<file path="config.mk">
export PLATFORM = sky130hd
export DESIGN_NAME = ysyx_24090012_lsu_wb_tx
export DESIGN_NICKNAME = d
export VERILOG_FILES = /design/src/rtl/ysyx_24090012_lsu_wb_tx.sv
export SDC_FILE = /design/constraint.sdc
export NUM_CORES = 1
export LEC_CHECK = 0
export CORE_MARGIN = 10
export CORE_UTILIZATION = 41
export DETAILED_ROUTE_END_ITERATION = 6
export MAX_ROUTING_LAYER = met4
export PLACE_DENSITY = 0.68
export SETUP_SLACK_MARGIN = 0.05
export SYNTH_ARGS = -nofsm -noshare
export SYNTH_HDL_FRONTEND = slang
export SYNTH_SLANG_ARGS = --single-unit
</file>
<file path="constraint.sdc">
create_clock -name clock -period 7.4 [get_ports clock]
set_clock_uncertainty 0.05 [all_clocks]
set_input_delay 0.74 -clock clock [delete_from_list [all_inputs] [get_ports clock]]
set_output_delay 0.74 -clock clock [all_outputs]
set_load 0.05 [all_outputs]
</file>
<file path="src/rtl/ysyx_24090012_lsu_wb_tx.sv">
// LSU-to-WBU transmit buffer: 2-entry FIFO that formats load data at enqueue
// and presents the head entry to the write-back unit.
module ysyx_24090012_lsu_wb_tx #(
    parameter int DATA_WIDTH = 32
) (
    input  logic                  clock,
    input  logic                  reset,
    input  logic                  flush,
    input  logic                  in_valid,
    output logic                  in_ready,
    input  logic [DATA_WIDTH-1:0] in_inst,
    input  logic [DATA_WIDTH-1:0] in_next_pc,
    input  logic [63:0]           in_num,
    input  logic [DATA_WIDTH-1:0] in_addr,
    input  logic [DATA_WIDTH-1:0] in_alu_result,
    input  logic [DATA_WIDTH-1:0] in_mem_rdata,
    output logic                  rd_valid,
    input  logic                  rd_ready,
    output logic [DATA_WIDTH-1:0] wdata,
    output logic [DATA_WIDTH-1:0] lsu_to_wbu_inst,
    output logic [DATA_WIDTH-1:0] next_pc,
    output logic [63:0]           num,
    output logic [DATA_WIDTH-1:0] sim_lsu_addr,
    output logic [1:0]            occupancy
);

    logic [DATA_WIDTH-1:0] wdata_q   [2];
    logic [DATA_WIDTH-1:0] inst_q    [2];
    logic [DATA_WIDTH-1:0] next_pc_q [2];
    logic [63:0]           num_q     [2];
    logic [DATA_WIDTH-1:0] addr_q    [2];

    logic                  wptr;
    logic                  rptr;
    logic [1:0]            occ;
    logic                  enq;
    logic                  deq;
    logic [7:0]            byte_lane;
    logic [15:0]           half_lane;
    logic [DATA_WIDTH-1:0] load_data;
    logic [DATA_WIDTH-1:0] enq_wdata;

    assign in_ready  = (occ != 2'd2);
    assign rd_valid  = (occ != 2'd0);
    assign occupancy = occ;
    assign enq       = in_valid && in_ready;
    assign deq       = rd_valid && rd_ready;

    assign wdata           = wdata_q[rptr];
    assign lsu_to_wbu_inst = inst_q[rptr];
    assign next_pc         = next_pc_q[rptr];
    assign num             = num_q[rptr];
    assign sim_lsu_addr    = addr_q[rptr];

    // Misaligned halfword/word loads silently use the aligned lanes.
    always_comb begin
        byte_lane = 8'd0;
        half_lane = in_addr[1] ? in_mem_rdata[31:16] : in_mem_rdata[15:0];
        load_data = in_mem_rdata;
        unique case (in_addr[1:0])
            2'd0: byte_lane = in_mem_rdata[7:0];
            2'd1: byte_lane = in_mem_rdata[15:8];
            2'd2: byte_lane = in_mem_rdata[23:16];
            2'd3: byte_lane = in_mem_rdata[31:24];
            default: byte_lane = 8'd0;
        endcase
        unique case (in_inst[14:12])
            3'b000: load_data = {{(DATA_WIDTH-8){byte_lane[7]}}, byte_lane};
            3'b001: load_data = {{(DATA_WIDTH-16){half_lane[15]}}, half_lane};
            3'b100: load_data = {{(DATA_WIDTH-8){1'b0}}, byte_lane};
            3'b101: load_data = {{(DATA_WIDTH-16){1'b0}}, half_lane};
            default: load_data = in_mem_rdata;
        endcase
        enq_wdata = (in_inst[6:0] == 7'b0000011) ? load_data : in_alu_result;
    end

    always_ff @(posedge clock) begin
        if (reset) begin
            for (int i = 0; i < 2; i++) begin
                wdata_q[i]   <= '0;
                inst_q[i]    <= '0;
                next_pc_q[i] <= '0;
                num_q[i]     <= '0;
                addr_q[i]    <= '0;
            end
            wptr <= 1'b0;
            rptr <= 1'b0;
            occ  <= 2'd0;
        end else if (flush) begin
            wptr <= 1'b0;
            rptr <= 1'b0;
            occ  <= 2'd0;
        end else begin
            if (enq) begin
                wdata_q[wptr]   <= enq_wdata;
                inst_q[wptr]    <= in_inst;
                next_pc_q[wptr] <= in_next_pc;
                num_q[wptr]     <= in_num;
                addr_q[wptr]    <= in_addr;
                wptr            <= wptr + 1'b1;
            end
            if (deq) begin
                rptr <= rptr + 1'b1;
            end
            if (enq && !deq) begin
                occ <= occ + 2'd1;
            end else if (!enq && deq) begin
                occ <= occ - 2'd1;
            end
        end
    end

endmodule

</file>
==> run_results.csv, run 1 <==
group,metric,value,unit
run_status,status,"complete, no violations",
yosys,synth-compound-area-share,4.10,%
power_and_ir_drop,seq_power_share,45.8,%
clock_network,cts_setup_buffers,0,
setup_path,cp_max_fo,78,
clock_network,clkLatencyLatePin,0.55,ns
setup_path,path_cells,"buf_4, mux2_2, clkdlybuf4s50_1",
yosys,synth_cells,1237,
yosys,yosys_register_bits,389,
setup_path,reg2reg_slack,3.96,ns
placed_design,dp_slack,3.22,ns
yosys,synth_cell_types,42,
clock_network,ctsHoldBuffers,0,
floorplanning,die_w,227,um
timing,hold_viol,0,
routing,drc,0,
setup_path,cpLargestDelayFamily,"buffers and inverters",
power_and_ir_drop,ir_worst_vdd,0.128,mV
yosys,synth_xor_area_share,0.199,%
power_and_ir_drop,internal_power,0.00416,W
routing,dr.pass1.iters,5,
power_and_ir_drop,power_switching,0.00145,W
global_routing,first_global_vias,12266,
setup_path,cp.arrival,3.44,ns
clock_network,clock_path_buffers,3,
clock_network,cts.repair.resized,0,
routing,vias,11922,
setup_path,worstReg2RegEnd,"num_q[1][62]$_SDFFCE_PN0P_",
cells_and_area,drive_gt1_share,17.3,%
timing,clock.fmax,236,MHz
cells_and_area,area_growth,34.3,%
floorplanning,io_pins,425,
timing,fin_crit,4.23,ns
yosys,synthAdderAreaFrac,0.0709,%
power_and_ir_drop,leakagePower,9.15,nW
power_and_ir_drop,switching_share,25.9,%
setup_path,cp-end-kind,"output pin",
placed_design,placed_area,22300,sq um
placed_design,gp_congestion,0.923,
routing,wl,52.2,mm
timing,setup_viol,0,
setup_path,slowest_delay,0.92,ns
flow_run,maxCapViolCount,0,
yosys,yosys.area_share.simple,14.3,%
timing,tns,0,ns
yosys,syn_nets,1467,
cells_and_area,nNetsFinal,1853,
routing,wl_per_cell,23.8,um
clock_network,cts_root_buf,"clkbuf_16",
clock_network,cts_tree,"built",
timing,fin_ws,3.17,ns
floorplanning,core_area,42200,sq um
yosys,synth_top_family_by_area,"simple AND/OR/NAND/NOR gates",
placed_design,hpwl,34.7,mm
floorplanning,start_util,41.8,%
global_routing,grt_max_degree,88,
floorplanning,die_y,227,um
setup_path,cp_num_buf_inv,2,
yosys,synthMuxAreaShare,13.0,%
clock_network,clkTransAtPathRegs,0.06,ns
placed_design,port_buffers,424,
yosys,synth.avg_cell_area,14.3,sq um
placed_design,dp_cells,2118,
cells_and_area,instances_no_fill,2196,
power_and_ir_drop,combPwrFrac,16.5,%
clock_network,numCtsBuffers,42,
yosys,ys.flop_type,"edfxtp_1",
routing,avgViaCountPerCell,5.43,
setup_path,r2r_start,"occupancy[0]$_SDFFE_PP0P_",
routing,final_antenna_net_count,0,
floorplanning,dieArea,51700,sq um
global_routing,grt_first_pass_wirelength,76.2,mm
yosys,synthArstFlopShare,0,%
timing,fin_crit_sh,57.1,%
global_routing,antenna_found_initial,5,
yosys,synth_warnings,0,
routing,drt_iter0_markers,992,
global_routing,grt_use_total,20.0,%
clock_network,cts.sinks,389,
yosys,synth.cell_area,17600,sq um
cells_and_area,finalInstanceArea,23700,sq um
timing,slew_viol_final,0,
power_and_ir_drop,power.total,0.00561,W
global_routing,overflow,0,
floorplanning,rows,75,
min_path,hp-start,"rptr$_SDFFE_PP0P_",
power_and_ir_drop,power_density,237,nW/um^2
setup_path,rr_worst_depth,5,
timing,rsz0062_at_grt,"no",
setup_path,cp_data_required_time,6.61,ns
setup_path,path_class,"flip-flop to output pin",
min_path,worstHoldPathType,"flip-flop to flip-flop",
setup_path,cp-start-kind,"flip-flop",
power_and_ir_drop,clockPowerShare,37.7,%
clock_network,htree_levels,2,
yosys,synth_seq_area_share,65.9,%
yosys,synth_edf_count,384,
timing,maxSlewHeadroom,15.1,%
setup_path,crit_slowest_cell,"buf_4",
timing,worst-slew-pin-transition,1.27,ns
min_path,min_path_cells,2,
[registers in the layout, summed over array words and instances (netlist names), named ones only]
| register | flops |
|---|---|
| num_q | 128 |
| addr_q | 64 |
| inst_q | 64 |
| next_pc_q | 64 |
| wdata_q | 64 |
| occupancy | 2 |
| rptr | 1 |
| wptr | 1 |
[cell families after synthesis]
| group | count (synthesis) |
|---|---|
| DFF | 389 |
| xor gates and xnor gates | 4 |
| AOI/OAI and AO/OA | 108 |
| buffers and inverters | 106 |
| adders and majority gates | 1 |
| muxes | 203 |
| and+or+nand+nor | 426 |
[worst min-delay path, delay by kind of cell, from the launching register on]
family	cells	cell delay, ns
DFF	1	0.32
xor gates and xnor gates	1	0.09
and+or+nand+nor	1	0.07
[power by group through the flow]
| stage | Sequential, W | Combinational, W | Clock, W |
|---|---|---|---|
| finish | 0.00257 | 0.000924 | 0.00212 |
| global route | 0.00258 | 0.000966 | 0.00224 |
| CTS | 0.00257 | 0.000932 | 0.00216 |
| detailed placement | 0.00262 | 0.000927 | 0 |
| global placement | 0.00261 | 0.000924 | 0 |
| floorplan | 0.00263 | 0.000535 | 0 |
[cells in the mapped netlist (3+ instances only)]
cell / number / area (sq um)
and2_1: 160 / 1000
mux2_2: 194 / 2180
clkbuf_2: 13 / 65.1
a21oi_1: 34 / 170
nand2b_1: 11 / 68.8
and3_1: 159 / 995
nand2_1: 20 / 75.1
nor2_1: 40 / 150
clkbuf_1: 73 / 274
mux2i_1: 8 / 80.1
dfxtp_1: 5 / 100
buf_2: 10 / 50.1
o211ai_1: 8 / 60.1
o21ai_0: 21 / 105
a32o_1: 16 / 160
xor2_1: 3 / 26.3
a22oi_1: 5 / 37.5
nand3_1: 18 / 90.1
a21boi_0: 7 / 52.6
a31oi_1: 7 / 43.8
inv_1: 6 / 22.5
a2bb2oi_1: 3 / 26.3
or2_2: 3 / 18.8
edfxtp_1: 384 / 11500
a32oi_1: 4 / 35.0
nor3b_1: 5 / 37.5
[stage by stage]
stage | util (%) | hold slack (ns)
5_1_grt | 56.1 | 0.497
2_1_floorplan | - | 0.422
6_report | 56.1 | 0.466
3_5_place_dp | 52.8 | 0.451
3_3_place_gp | 52.8 | 0.437
4_1_cts | 56.1 | 0.466
[layout by cell type (no fill, tap or decap), types with 5 or more instances in the layout]
cell             instances
nand3_1                 18
nand2b_1                 9
diode_2                  5
bufinv_16                6
nand2_1                 20
a32o_1                  16
and3_1                 158
edfxtp_1               384
clkbuf_16               43
a21boi_0                 7
nor2_1                  40
a21oi_1                 34
o211ai_1                 8
nor3b_1                  5
clkinv_1                 8
inv_1                    6
buf_4                   18
o21ai_0                 21
a22oi_1                  5
and2_1                 159
mux2i_1                  8
clkinv_2                 8
clkdlybuf4s50_1        424
mux2_2                 194
a31oi_1                  7
[how the worst max path moves through the flow]
stage                              start                             to  slack (ns)  depth (start not counted)
2_1_floorplan  occupancy[0]$_SDFFE_PP0P_     addr_q[1][0]$_SDFFCE_PN0P_        0.74                          4
3_3_place_gp                    in_valid  next_pc_q[1][4]$_SDFFCE_PN0P_        3.28                          5
3_5_place_dp                  in_inst[2]   wdata_q[1][26]$_SDFFCE_PN0P_        3.22                          6
4_1_cts                        flip-flop                       wdata[2]        3.04                          3
5_1_grt                        flip-flop                       wdata[3]        2.97                          3
6_report                       flip-flop                        num[27]        3.17                          3
[metal layers]
metal  share of wire, %  global-route usage, %  up-vias
met4                2.5                   6.17        0
met3                8.3                   5.65       71
met2                 49                   32.7      486
met1                 40                   23.6     5959
li1                   -                      -     5406
met5                  0                      -        -
[cell type report]
cell class / instances / area [sq um]
clock inverters: 26 / 283
multi-input cells: 742 / 5600
repair buffers: 442 / 4380
fillers: 3460 / 18500
inverters: 6 / 22.5
flip-flops and latches: 389 / 11600
clock buffers: 47 / 1090
well taps: 539 / 674
diodes: 5 / 12.5
(Power assumes the default switching activity.)
==> run 2: changes to the inputs <==
--- a/config.mk
+++ b/config.mk
@@ -9,7 +9,7 @@
 export CORE_UTILIZATION = 41
 export DETAILED_ROUTE_END_ITERATION = 6
 export MAX_ROUTING_LAYER = met4
-export PLACE_DENSITY = 0.68
+export PLACE_DENSITY = 0.71
 export SETUP_SLACK_MARGIN = 0.05
 export SYNTH_ARGS = -nofsm -noshare
 export SYNTH_HDL_FRONTEND = slang
==> constraint.sdc (replaced) <==
create_clock -name clock -period 3.4 [get_ports clock]
set_clock_uncertainty 0.05 [all_clocks]
set_input_delay 0.34 -clock clock [delete_from_list [all_inputs] [get_ports clock]]
set_output_delay 0.34 -clock clock [all_outputs]
set_load 0.05 [all_outputs]
==> run 2 against run 1 <==
  * Die area is the same
  * Worst setup slack lost 2.9 ns
  * Final area increased by 1.2%
  * Via count rose by 0.44%
  * Sequential share of layout area down 0.56 points
  * Wire length rose by 0.48%
  * Sequential power increased by 120%
  * Final cell count grew 0.73%
  * Count of clock-buffer cells in the layout up 13
  * Total power up 110%
  * First-iteration DRC count is 8.4% higher
  * Non-clock buffer count increased by 18
==> run_results.csv, run 2 (synthesized netlist as in run 1, its figures left out) <==
group,metric,value,unit
routing,vias,11974,
floorplanning,io_pins,425,
cells_and_area,regMostFlops,"num_q",
setup_path,cp-start-kind,"flip-flop",
timing,rsz0062_at_grt,"no",
clock_network,cts_root_buf,"clkbuf_16",
timing,hold_viol,0,
routing,wl,52.5,mm
floorplanning,core_area,42200,sq um
cells_and_area,mostFrequentLayoutCell,"clkdlybuf4s50_1",
floorplanning,start_util,41.8,%
global_routing,antenna_found_initial,2,
timing,fin_crit_sh,91.9,%
clock_network,clkLatencyLatePin,0.55,ns
cells_and_area,largest_register_ffs,128,
routing,wl_met2,25.7,mm
floorplanning,rows,75,
routing,wl_per_cell,23.7,um
clock_network,cts.sinks,389,
cells_and_area,regArea,11600,sq um
clock_network,cts_tree,"built",
timing,clock.fmax,320,MHz
floorplanning,die_w,227,um
routing,highest_layer,"met4",
clock_network,clock_path_buffers,3,
setup_path,cp-end-kind,"output pin",
floorplanning,dieArea,51700,sq um
power_and_ir_drop,combPwrFrac,17.2,%
clock_network,cts_setup_buffers,0,
flow_run,maxCapViolCount,0,
power_and_ir_drop,clockPowerShare,36.0,%
power_and_ir_drop,power_density,499,nW/um^2
setup_path,slowest_delay,0.74,ns
timing,fin_crit,3.13,ns
cells_and_area,nNetsFinal,1871,
global_routing,grt_max_degree,159,
clock_network,htree_levels,2,
clock_network,ctsHoldBuffers,0,
floorplanning,die_y,227,um
min_path,worstHoldPathType,"input pin to flip-flop",
clock_network,clkTransAtPathRegs,0.05,ns
setup_path,cp_max_fo,30,
clock_network,cts.repair.resized,0,
routing,drt_iter0_markers,1075,
cells_and_area,area_growth,35.9,%
placed_design,hpwl,35.9,mm
setup_path,crit_slowest_cell,"clkdlybuf4s50_1",
routing,drc,0,
setup_path,cp.arrival,2.74,ns
timing,slew_viol_final,0,
cells_and_area,multiInputGateArea,5610,sq um
clock_network,numCtsBuffers,42,
setup_path,cp_data_required_time,3.01,ns
power_and_ir_drop,switching_share,25.8,%
placed_design,port_buffers,424,
global_routing,grt_use_total,20.5,%
power_and_ir_drop,seq_power_share,46.8,%
cells_and_area,final_cell_mix,"424 x clkdlybuf4s50_1, 384 x edfxtp_1, 194 x mux2_2, 159 x and2_1, 158 x and3_1",
global_routing,overflow,0,
routing,m1WireLength,21.3,mm
timing,tns,0,ns
routing,final_antenna_net_count,0,
global_routing,grt_first_pass_wirelength,77.8,mm
routing,dr.pass1.iters,5,
power_and_ir_drop,internal_power,0.00887,W
timing,maxSlewHeadroom,44.8,%
timing,hold_ws,0.412,ns
cells_and_area,fillCellCount,3482,
routing,avgViaCountPerCell,5.41,
setup_path,path_class,"flip-flop to output pin",
global_routing,first_global_vias,12531,
power_and_ir_drop,leakagePower,9.26,nW
routing,routed-wl-met3,4.21,mm
run_status,status,"complete, no violations",
placed_design,gp_congestion,0.938,
timing,worst-slew-pin-transition,0.828,ns
power_and_ir_drop,power_switching,0.00309,W
setup_path,path_cells,"buf_4, mux2_2, clkdlybuf4s50_1",
cells_and_area,drive_gt1_share,17.7,%
power_and_ir_drop,ir_worst_vdd,0.284,mV
timing,setup_viol,0,
## run 2: stage by stage
stage	area (sq um)	std cells	setup WS [ns]	power, W	utilization (%)
finish	24000	2212	0.274	0.0120	56.8
global route	24000	2210	0.157	0.0123	56.8
CTS	24000	2208	0.187	0.0121	56.8
detailed placement	22700	2136	0.667	0.00776	53.7
global placement	22700	2136	0.750	0.00774	53.7
floorplan	17700	1237	0.0824	0.00685	-
## run 2: worst paths after layout
| kind | slack, ns | endpoint | cells after the start | startpoint |
|---|---|---|---|---|
| worst min-delay path | 0.41 | addr_q[1][27]$_SDFFCE_PN0P_ | 2 | in_addr[27] |
| worst max-delay path | 0.27 | wdata[11] | 3 | flip-flop |
| worst min register to register | 0.46 | rptr$_SDFFE_PP0P_ | 2 | rptr$_SDFFE_PP0P_ |
| worst max register to register | 0.94 | num_q[1][49]$_SDFFCE_PN0P_ | 5 | occupancy[0]$_SDFFE_PP0P_ |
## run 2: power groups by stage
| stage | logic (W) | registers, W | clock network, W |
|---|---|---|---|
| after global routing | 0.00216 | 0.00562 | 0.00457 |
| after global placement | 0.00206 | 0.00568 | 0 |
| after floorplan | 0.00117 | 0.00568 | 0 |
| final | 0.00206 | 0.00559 | 0.00430 |
| after CTS | 0.00208 | 0.00559 | 0.00440 |
| after detailed placement | 0.00207 | 0.00569 | 0 |
## run 2: cell type report
class                      instances  share of cell area [%]
timing repair buffer             460                    19.8
inverter                           6                  0.0939
antenna                            4                  0.0417
tap                              539                    2.81
multi-input combinational        742                    23.4
clock inverter                    12                   0.318
sequential                       389                    48.5
clock buffer                      60                    5.06
## run 2: critical path, delay by kind of cell, from the launching register on
kind                   cells  cell delay [ns]
buffers and inverters      2             1.07
DFF                        1             0.70
muxes                      1             0.40
## run 2: metal layers
| metal | vias to the layer above | global-route usage, % |
|---|---|---|
| met1 | 5958 | 25.3 |
| met2 | 496 | 33.0 |
| met3 | 74 | 4.74 |
| met4 | 0 | 6.36 |
| li1 | 5446 | - |
| met5 | - | - |
==> run 3: changes to the inputs <==
--- a/config.mk
+++ b/config.mk
@@ -5,6 +5,7 @@
 export SDC_FILE = /design/constraint.sdc
 export NUM_CORES = 1
 export LEC_CHECK = 0
+export CAP_MARGIN = 20
 export CORE_MARGIN = 10
 export CORE_UTILIZATION = 41
 export DETAILED_ROUTE_END_ITERATION = 6
==> results of run 3 <==
Same layout as run 2: the final DEF is identical, and so are final timing and power.
